### src/rtl/subtractor_32bit_pipe_if.sv
`timescale 1ns/1ps
// Operand/result handshake bundle for the pipelined subtractor.
// master = operand producer + result consumer, slave = the subtractor.
// Both directions use valid/ready; a transfer happens when both are high on a rising edge.
interface subtractor_32bit_pipe_if #(
  parameter int WIDTH = 32
);
  logic             in_valid;
  logic             in_ready;
  logic [WIDTH-1:0] a;
  logic [WIDTH-1:0] b;
  logic             out_valid;
  logic             out_ready;
  logic [WIDTH-1:0] diff;
  logic             borrow;

  modport master (
    output in_valid, a, b, out_ready,
    input  in_ready, out_valid, diff, borrow
  );

  modport slave (
    input  in_valid, a, b, out_ready,
    output in_ready, out_valid, diff, borrow
  );
endinterface

### src/rtl/subtractor_32bit_pipe.sv
`timescale 1ns/1ps
// Pipelined unsigned subtractor: diff = a - b mod 2^WIDTH, borrow = (a < b), one SLICE per stage.
// Latency: STAGES = WIDTH/SLICE cycles from accepted operands to out_valid; one result per cycle.
// Backpressure: the whole pipe advances only when the output is empty or being taken; in_ready = advance.
module subtractor_32bit_pipe #(
  parameter int WIDTH = 32,
  parameter int SLICE = 8
) (
  input logic                    clk,
  input logic                    rst_n,
  subtractor_32bit_pipe_if.slave bus
);
  localparam int STAGES = WIDTH / SLICE;

  if (WIDTH % SLICE != 0) begin : g_param_chk
    $error("subtractor_32bit_pipe: WIDTH must be an integer multiple of SLICE");
  end

  logic advance;
  logic out_vld;

  // Stall is global: nothing moves while a finished result waits for the consumer.
  assign advance      = bus.out_ready | ~out_vld;
  assign bus.in_ready = advance;

  genvar k;
  for (k = 0; k < STAGES; k++) begin : g_stg
    localparam int LOW  = (k + 1) * SLICE;   // diff bits resolved once this stage has loaded
    localparam int SRC  = WIDTH - k * SLICE; // operand bits still unconsumed entering this stage
    localparam bit LAST = (k == STAGES - 1);

    logic           src_vld;
    logic           src_brw;
    logic [SRC-1:0] src_a;
    logic [SRC-1:0] src_b;
    logic [SLICE:0] slc_d;
    logic [LOW-1:0] dif_d;
    logic           vld_q;
    logic           brw_q;
    logic [LOW-1:0] dif_q;

    if (k == 0) begin : g_src
      assign src_vld = bus.in_valid;
      assign src_brw = 1'b0;
      assign src_a   = bus.a;
      assign src_b   = bus.b;
      assign dif_d   = slc_d[SLICE-1:0];
    end else begin : g_src
      assign src_vld = g_stg[k-1].vld_q;
      assign src_brw = g_stg[k-1].brw_q;
      assign src_a   = g_stg[k-1].g_rem.rem_a_q;
      assign src_b   = g_stg[k-1].g_rem.rem_b_q;
      assign dif_d   = {slc_d[SLICE-1:0], g_stg[k-1].dif_q};
    end

    // Resolve this stage's slice; the extra top bit is the borrow out of the slice.
    assign slc_d = {1'b0, src_a[SLICE-1:0]} - {1'b0, src_b[SLICE-1:0]}
                 - {{SLICE{1'b0}}, src_brw};

    // Valid bit travels with the pipe, holds on stall; bubbles stay in place.
    always_ff @(posedge clk or negedge rst_n) begin
      if (!rst_n) begin
        vld_q <= 1'b0;
      end else if (advance) begin
        vld_q <= src_vld;
      end
    end

    // Slice result; the last stage skips bubbles so diff/borrow keep their last value.
    always_ff @(posedge clk or negedge rst_n) begin
      if (!rst_n) begin
        brw_q <= 1'b0;
        dif_q <= '0;
      end else if (advance && (src_vld || !LAST)) begin
        brw_q <= slc_d[SLICE];
        dif_q <= dif_d;
      end
    end

    if (!LAST) begin : g_rem
      logic [SRC-SLICE-1:0] rem_a_q;
      logic [SRC-SLICE-1:0] rem_b_q;

      // Carry the not-yet-consumed upper operand slices to the next stage.
      always_ff @(posedge clk or negedge rst_n) begin
        if (!rst_n) begin
          rem_a_q <= '0;
          rem_b_q <= '0;
        end else if (advance) begin
          rem_a_q <= src_a[SRC-1:SLICE];
          rem_b_q <= src_b[SRC-1:SLICE];
        end
      end
    end
  end

  assign out_vld       = g_stg[STAGES-1].vld_q;
  assign bus.out_valid = out_vld;
  assign bus.diff      = g_stg[STAGES-1].dif_q;
  assign bus.borrow    = g_stg[STAGES-1].brw_q;
endmodule

### src/flat_wrapper.sv
// flat-port wrapper written by rule: the top's interface ports become plain ports
module subtractor_32bit_pipe_flat 
#(
  parameter int WIDTH = 32,
  parameter int SLICE = 8
)
  (clk, rst_n, bus_in_valid, bus_a, bus_b, bus_out_ready, bus_in_ready, bus_out_valid, bus_diff, bus_borrow);
  subtractor_32bit_pipe_if #(.WIDTH(WIDTH)) bus_i ();
  input logic clk;
  input logic rst_n;
  input wire logic [$bits(bus_i.in_valid)-1:0] bus_in_valid;
  input wire logic [$bits(bus_i.a)-1:0] bus_a;
  input wire logic [$bits(bus_i.b)-1:0] bus_b;
  input wire logic [$bits(bus_i.out_ready)-1:0] bus_out_ready;
  output wire logic [$bits(bus_i.in_ready)-1:0] bus_in_ready;
  output wire logic [$bits(bus_i.out_valid)-1:0] bus_out_valid;
  output wire logic [$bits(bus_i.diff)-1:0] bus_diff;
  output wire logic [$bits(bus_i.borrow)-1:0] bus_borrow;
  assign bus_i.in_valid = bus_in_valid;
  assign bus_i.a = bus_a;
  assign bus_i.b = bus_b;
  assign bus_i.out_ready = bus_out_ready;
  assign bus_in_ready = bus_i.in_ready;
  assign bus_out_valid = bus_i.out_valid;
  assign bus_diff = bus_i.diff;
  assign bus_borrow = bus_i.borrow;
  subtractor_32bit_pipe #(.WIDTH(WIDTH), .SLICE(SLICE)) u_core (.clk(clk), .rst_n(rst_n), .bus(bus_i));
endmodule
### config.mk
export PLATFORM = sky130hd
export DESIGN_NAME = subtractor_32bit_pipe_flat
export DESIGN_NICKNAME = d
export VERILOG_FILES = /design/src/rtl/subtractor_32bit_pipe_if.sv /design/src/rtl/subtractor_32bit_pipe.sv /design/src/flat_wrapper.sv
export SDC_FILE = /design/constraint.sdc
export NUM_CORES = 1
export LEC_CHECK = 0
export ABC_AREA = 1
export CORE_MARGIN = 10
export CORE_UTILIZATION = 30
export CTS_BUF_LIST = sky130_fd_sc_hd__clkbuf_8
export DETAILED_ROUTE_END_ITERATION = 10
export GPL_TIMING_DRIVEN = 0
export PLACE_DENSITY = 0.51
export SKIP_CTS_REPAIR_TIMING = 1
export SLEW_MARGIN = 25
export SYNTH_ARGS = -nofsm -noshare
export SYNTH_HDL_FRONTEND = slang
export SYNTH_SLANG_ARGS = --single-unit
### constraint.sdc
create_clock -name clk -period 2.7 [get_ports clk]
set_input_delay 0.54 -clock clk [delete_from_list [all_inputs] [get_ports clk]]
set_output_delay 0.54 -clock clk [all_outputs]
set_load 0.01 [all_outputs]
[Word level (Yosys, flattened, before mapping)]
Index checks and enable logic that the tools add are counted.
Storage, ports and cells
  bits of input ports: 68
  bits in registers: 184
  word-level logic and storage cells: 28
Operators by class
  reduce and logical (&&, ||, !) cells: 1
  add/subtract/negate cells: 7
  bitwise gates (word level): 2
Operators by type and width (count)
  $sub 8x8->9: 4
  $sub 9x1->9: 3
  $logic_and 1x1->1: 1
  $not 1->1: 1
  $or 1x1->1: 1

[Longest topological paths before layout]
  depth in word-level cells: 3
  mapped depth: 16

[Least setup slack after synthesis]
No wires, ideal clock.
  kind: register to register
  start point: register u_core.g_stg[2].g_rem.rem_b_q[0]
  end point: register u_core.g_stg[3].brw_q (netlist: u_core.bus.borrow)
  library setup time: 117 ps
  path buffers: 0
  clock period less this slack: 2185 ps
  stages on the path, launching flop included: 16
  slack: 515 ps
  arrival time: 2068 ps
  path through: dfrtp_1 > inv_1 > fa_1 > inv_1 > ha_1 > inv_1 > nand2_1 > fa_1 > inv_1 > nand2_1 > nand2_1 > nand2_1 > nand2_1 > nand3_1 > nand3_1 > nand2_1
On the way
  longest elaborated chain between the ends: 2
RTL lines
  from (decl): line subtractor_32bit_pipe.sv:82  | logic [SRC-SLICE-1:0] rem_b_q;
  from (signal assigned): line subtractor_32bit_pipe.sv:91  | rem_b_q <= src_b[SRC-1:SLICE];
  $sub 8x8->9: line subtractor_32bit_pipe.sv:57  | assign slc_d = {1'b0, src_a[SLICE-1:0]} - {1'b0, src_b[SLICE-1:0]}
  $sub 9x1->9: line subtractor_32bit_pipe.sv:58  | - {{SLICE{1'b0}}, src_brw};
  to (signal assigned): line subtractor_32bit_pipe.sv:75  | brw_q <= slc_d[SLICE];
  to (decl): line subtractor_32bit_pipe.sv:39  | logic brw_q;
No other way between the ends.
A chain may end at the register's enable or synchronous reset.

[Final worst setup path]
  start point: input port bus_out_ready
  end point: output port bus_in_ready
On the way
  longest elaborated chain between the ends: 1
RTL lines
  from (decl): line flat_wrapper.sv:14  | input wire logic [$bits(bus_i.out_ready)-1:0] bus_out_ready;
  $or 1x1->1: line subtractor_32bit_pipe.sv:23  | assign advance = bus.out_ready | ~out_vld;
  to (decl): line flat_wrapper.sv:15  | output wire logic [$bits(bus_i.in_ready)-1:0] bus_in_ready;
No other way between the ends.

==> metrics.csv <==
stage;metric;value;unit
drt;detail-route-antenna-nets;0;
sta;setup_viol;0;
power_and_ir_drop;p_sw_frac;0.4319;
finish;final_cell_mix;nand2_1, inv_1, dfrtp_1;
global_routing;antenna_found_initial;0;
finish;regArea;4604;sq um
sta;tns;0;ps
global_routing;grt_pass1_wl;35.58;mm
cts;cts_tree;built;
finish;syn2layout_area_growth;21.77;%
sta;fmax;0.3942;GHz
worst_hold_path;hold_path.class;reg2reg;
worst_setup_path;startpoint_type;primary input;
sta;final-max-slew-violation-count;0;
floorplan;pin_count;103;
worst_setup_path;crit_type;in2out;
finish;multiInputGateArea;3296;sq um
finish;fillers;2992;
sta;holdWs;472.2;ps
worst_setup_path;arrival;2000;ps
synth;yosys_warnings;0;
job;maxCapViolations;0;
floorplan;rows;62;
cts;clk-insertion-delay-late;470;ps
synth;syn_area_per_cell;8.292;sq um
worst_setup_path;cp-end-kind;output port;
worst_setup_path;crit_required;2160;ps
synth;synth_cells;1070;
sta;hold_violations;0;
global_routing;grt_pass1_vias;6664;
run_status;status;finished, final reports clean;
synth;synth_cell_types;24;
drt;wire_per_inst;13.64;um
finish;antennaDiodeCount;0;
power_and_ir_drop;pwr-share-clk;0.140;
global_routing;grt_max_degree;81;
floorplan;core;28940;sq um
place;dpl.hpwl;16.75;mm
synth;synth-seq-area-share;0.5190;
power_and_ir_drop;leakage;5.662;nW
power_and_ir_drop;powerDensity;1173;nW/um^2
power_and_ir_drop;p_seq_frac;0.353;
cts;cts.sinks;184;
finish;layout-drive-gt1-share;0.06136;
synth;syn-cell-area;8872;sq um
finish;final_common_cell;nand2_1;
worst_setup_path;worstPathMaxFanout;19;
drt;drt_pass1_iterations;4;
sta;relSlewSlack;0.5895;
power_and_ir_drop;power.switching;5.474;mW
drt;vias_per_cell;4.177;
drt;drc;0;
drt;wl;21.69;mm
sta;tightest_slew;615.8;ps
cts;h-tree-depth;4;
floorplan;die_x;192.0;um
power_and_ir_drop;ir_drop;0.0004185;V
place;place_congestion;0.7910;
sta;rsz0062_at_grt;false;
global_routing;grt_overflow_total;0;
power_and_ir_drop;p_int;7.201;mW
synth;ys_ff_latch;184;
cts;root_buffer;clkbuf_8;
cts;cts.path.max_buffers;2;
drt;drtIter0Drc;338;
finish;fin_nets;1318;
drt;vias;6642;
floorplan;die_h;192.0;um
global_routing;grt_use_total;0.1229;
synth;synth.net_count;1195;
cts;cts_made_buffers;17;
floorplan;start_util;0.3066;
place;io_buffer_count;102;
cts;clk_pin_slew_worst_paths;110;ps
floorplan;die-area;36850;sq um
sta;fin_crit;2537;ps
sta;fin_crit_sh;0.9396;
power_and_ir_drop;combPwrFrac;0.506;
sta;skew;14.39;ps
## metrics by stage
stage	worst slack [ps]	utilization	total power, mW	instances	instance area [sq um]
after floorplan	514.8	-	8.921	1070	8872
after global placement	-6862	0.3585	10.94	1556	10370
after detailed placement	-64.13	0.3606	11.08	1558	10430
after CTS	-66.16	0.3732	12.89	1590	10800
after global routing	83.11	0.3734	14.17	1590	10800
final	163.0	0.3734	12.68	1590	10800
## Yosys cell counts
library cell  instances  area, sq um
buf_2                21        105.1
buf_4                 3        22.52
nand4_1               1        6.260
nand3_1              36        180.2
inv_2                 1        3.750
buf_6                10        112.6
o21ai_1              46        230.2
xnor2_1               3        26.28
dfrtp_1             184         4604
nor2_2                1        6.260
a21oi_1              14        70.07
o21ai_0              80        400.4
ha_1                 50        625.6
nor2_1               19        71.32
a31oi_1               2        12.51
or2_2                 3        18.77
o21a_1                1        7.510
o21bai_1              1        7.510
nor2_4                1        11.26
inv_1               188        705.7
clkbuf_1              6        22.52
nand2_1             390         1464
fa_1                  7        140.1
xor2_1                2        17.52
## cell families after synthesis
kind of cell    Yosys count  synth area share
simple gates            451            0.1981
buf+inv                 229            0.1096
flops                   184            0.5190
compound gates          144           0.08208
fa+ha+maj                57           0.08631
xor+xnor                  5          0.004937
## area by class of cell
cell class	count	share of cell area
clock inverters	15	0.01216
plain buffers	39	0.02386
flip-flops and latches	184	0.4262
multi-input cells	657	0.3050
well taps	384	0.04447
inverters	189	0.06566
repair buffers	105	0.1010
clock buffers	17	0.02166
## registers in the layout (all words and copies together) (netlist names)
name / flops
u_core.bus.borrow: 1
u_core.bus.diff: 32
u_core.bus.out_valid: 1
u_core.g_stg.brw_q: 3
u_core.g_stg.dif_q: 48
u_core.g_stg.g_rem.rem_a_q: 48
u_core.g_stg.g_rem.rem_b_q: 48
u_core.g_stg.vld_q: 3
## worst max-delay path: stages
cell             delay [ps]
clkdlybuf4s50_1         500
nor2_4                   70
inv_2                    90
buf_6                   200
clkdlybuf4s50_1         570
## metal layers
layer / up-vias / part of all wire / GRT usage
met1: 3012 / 0.49 / 0.1714
li1: 3506 / - / -
met2: 107 / 0.45 / 0.1906
met5: - / 0 / 0
met3: 17 / 0.049 / 0.02612
met4: 0 / 0.0092 / 0.02952
## worst paths after layout
path | from | end | slack [ps] | depth (start not counted)
worst max-delay path | bus_out_ready | bus_in_ready | 160 | 5
worst min-delay path | u_core.g_stg[1].g_rem.rem_b_q[12] | u_core.g_stg[2].g_rem.rem_b_q[4] | 470 | 2
worst max register to register | u_core.g_stg[2].g_rem.rem_b_q[0] | u_core.bus.diff[30] | 270 | 15
worst min register to register | u_core.g_stg[1].g_rem.rem_b_q[12] | u_core.g_stg[2].g_rem.rem_b_q[4] | 470 | 2
max in group asynchronous | rst_n | u_core.g_stg[0].g_rem.rem_b_q[2] | 1470 | 3
min in group asynchronous | rst_n | u_core.bus.diff[27] | 520 | 2
## power by group through the flow
stage	Sequential [mW]	Clock [mW]	Combinational, mW
4_1_cts	4.49	1.83	6.57
6_report	4.48	1.78	6.42
5_1_grt	4.63	1.96	7.57
3_3_place_gp	4.53	0	6.41
3_5_place_dp	4.55	0	6.53
2_1_floorplan	4.53	0	4.39
(Power assumes the default switching activity.)
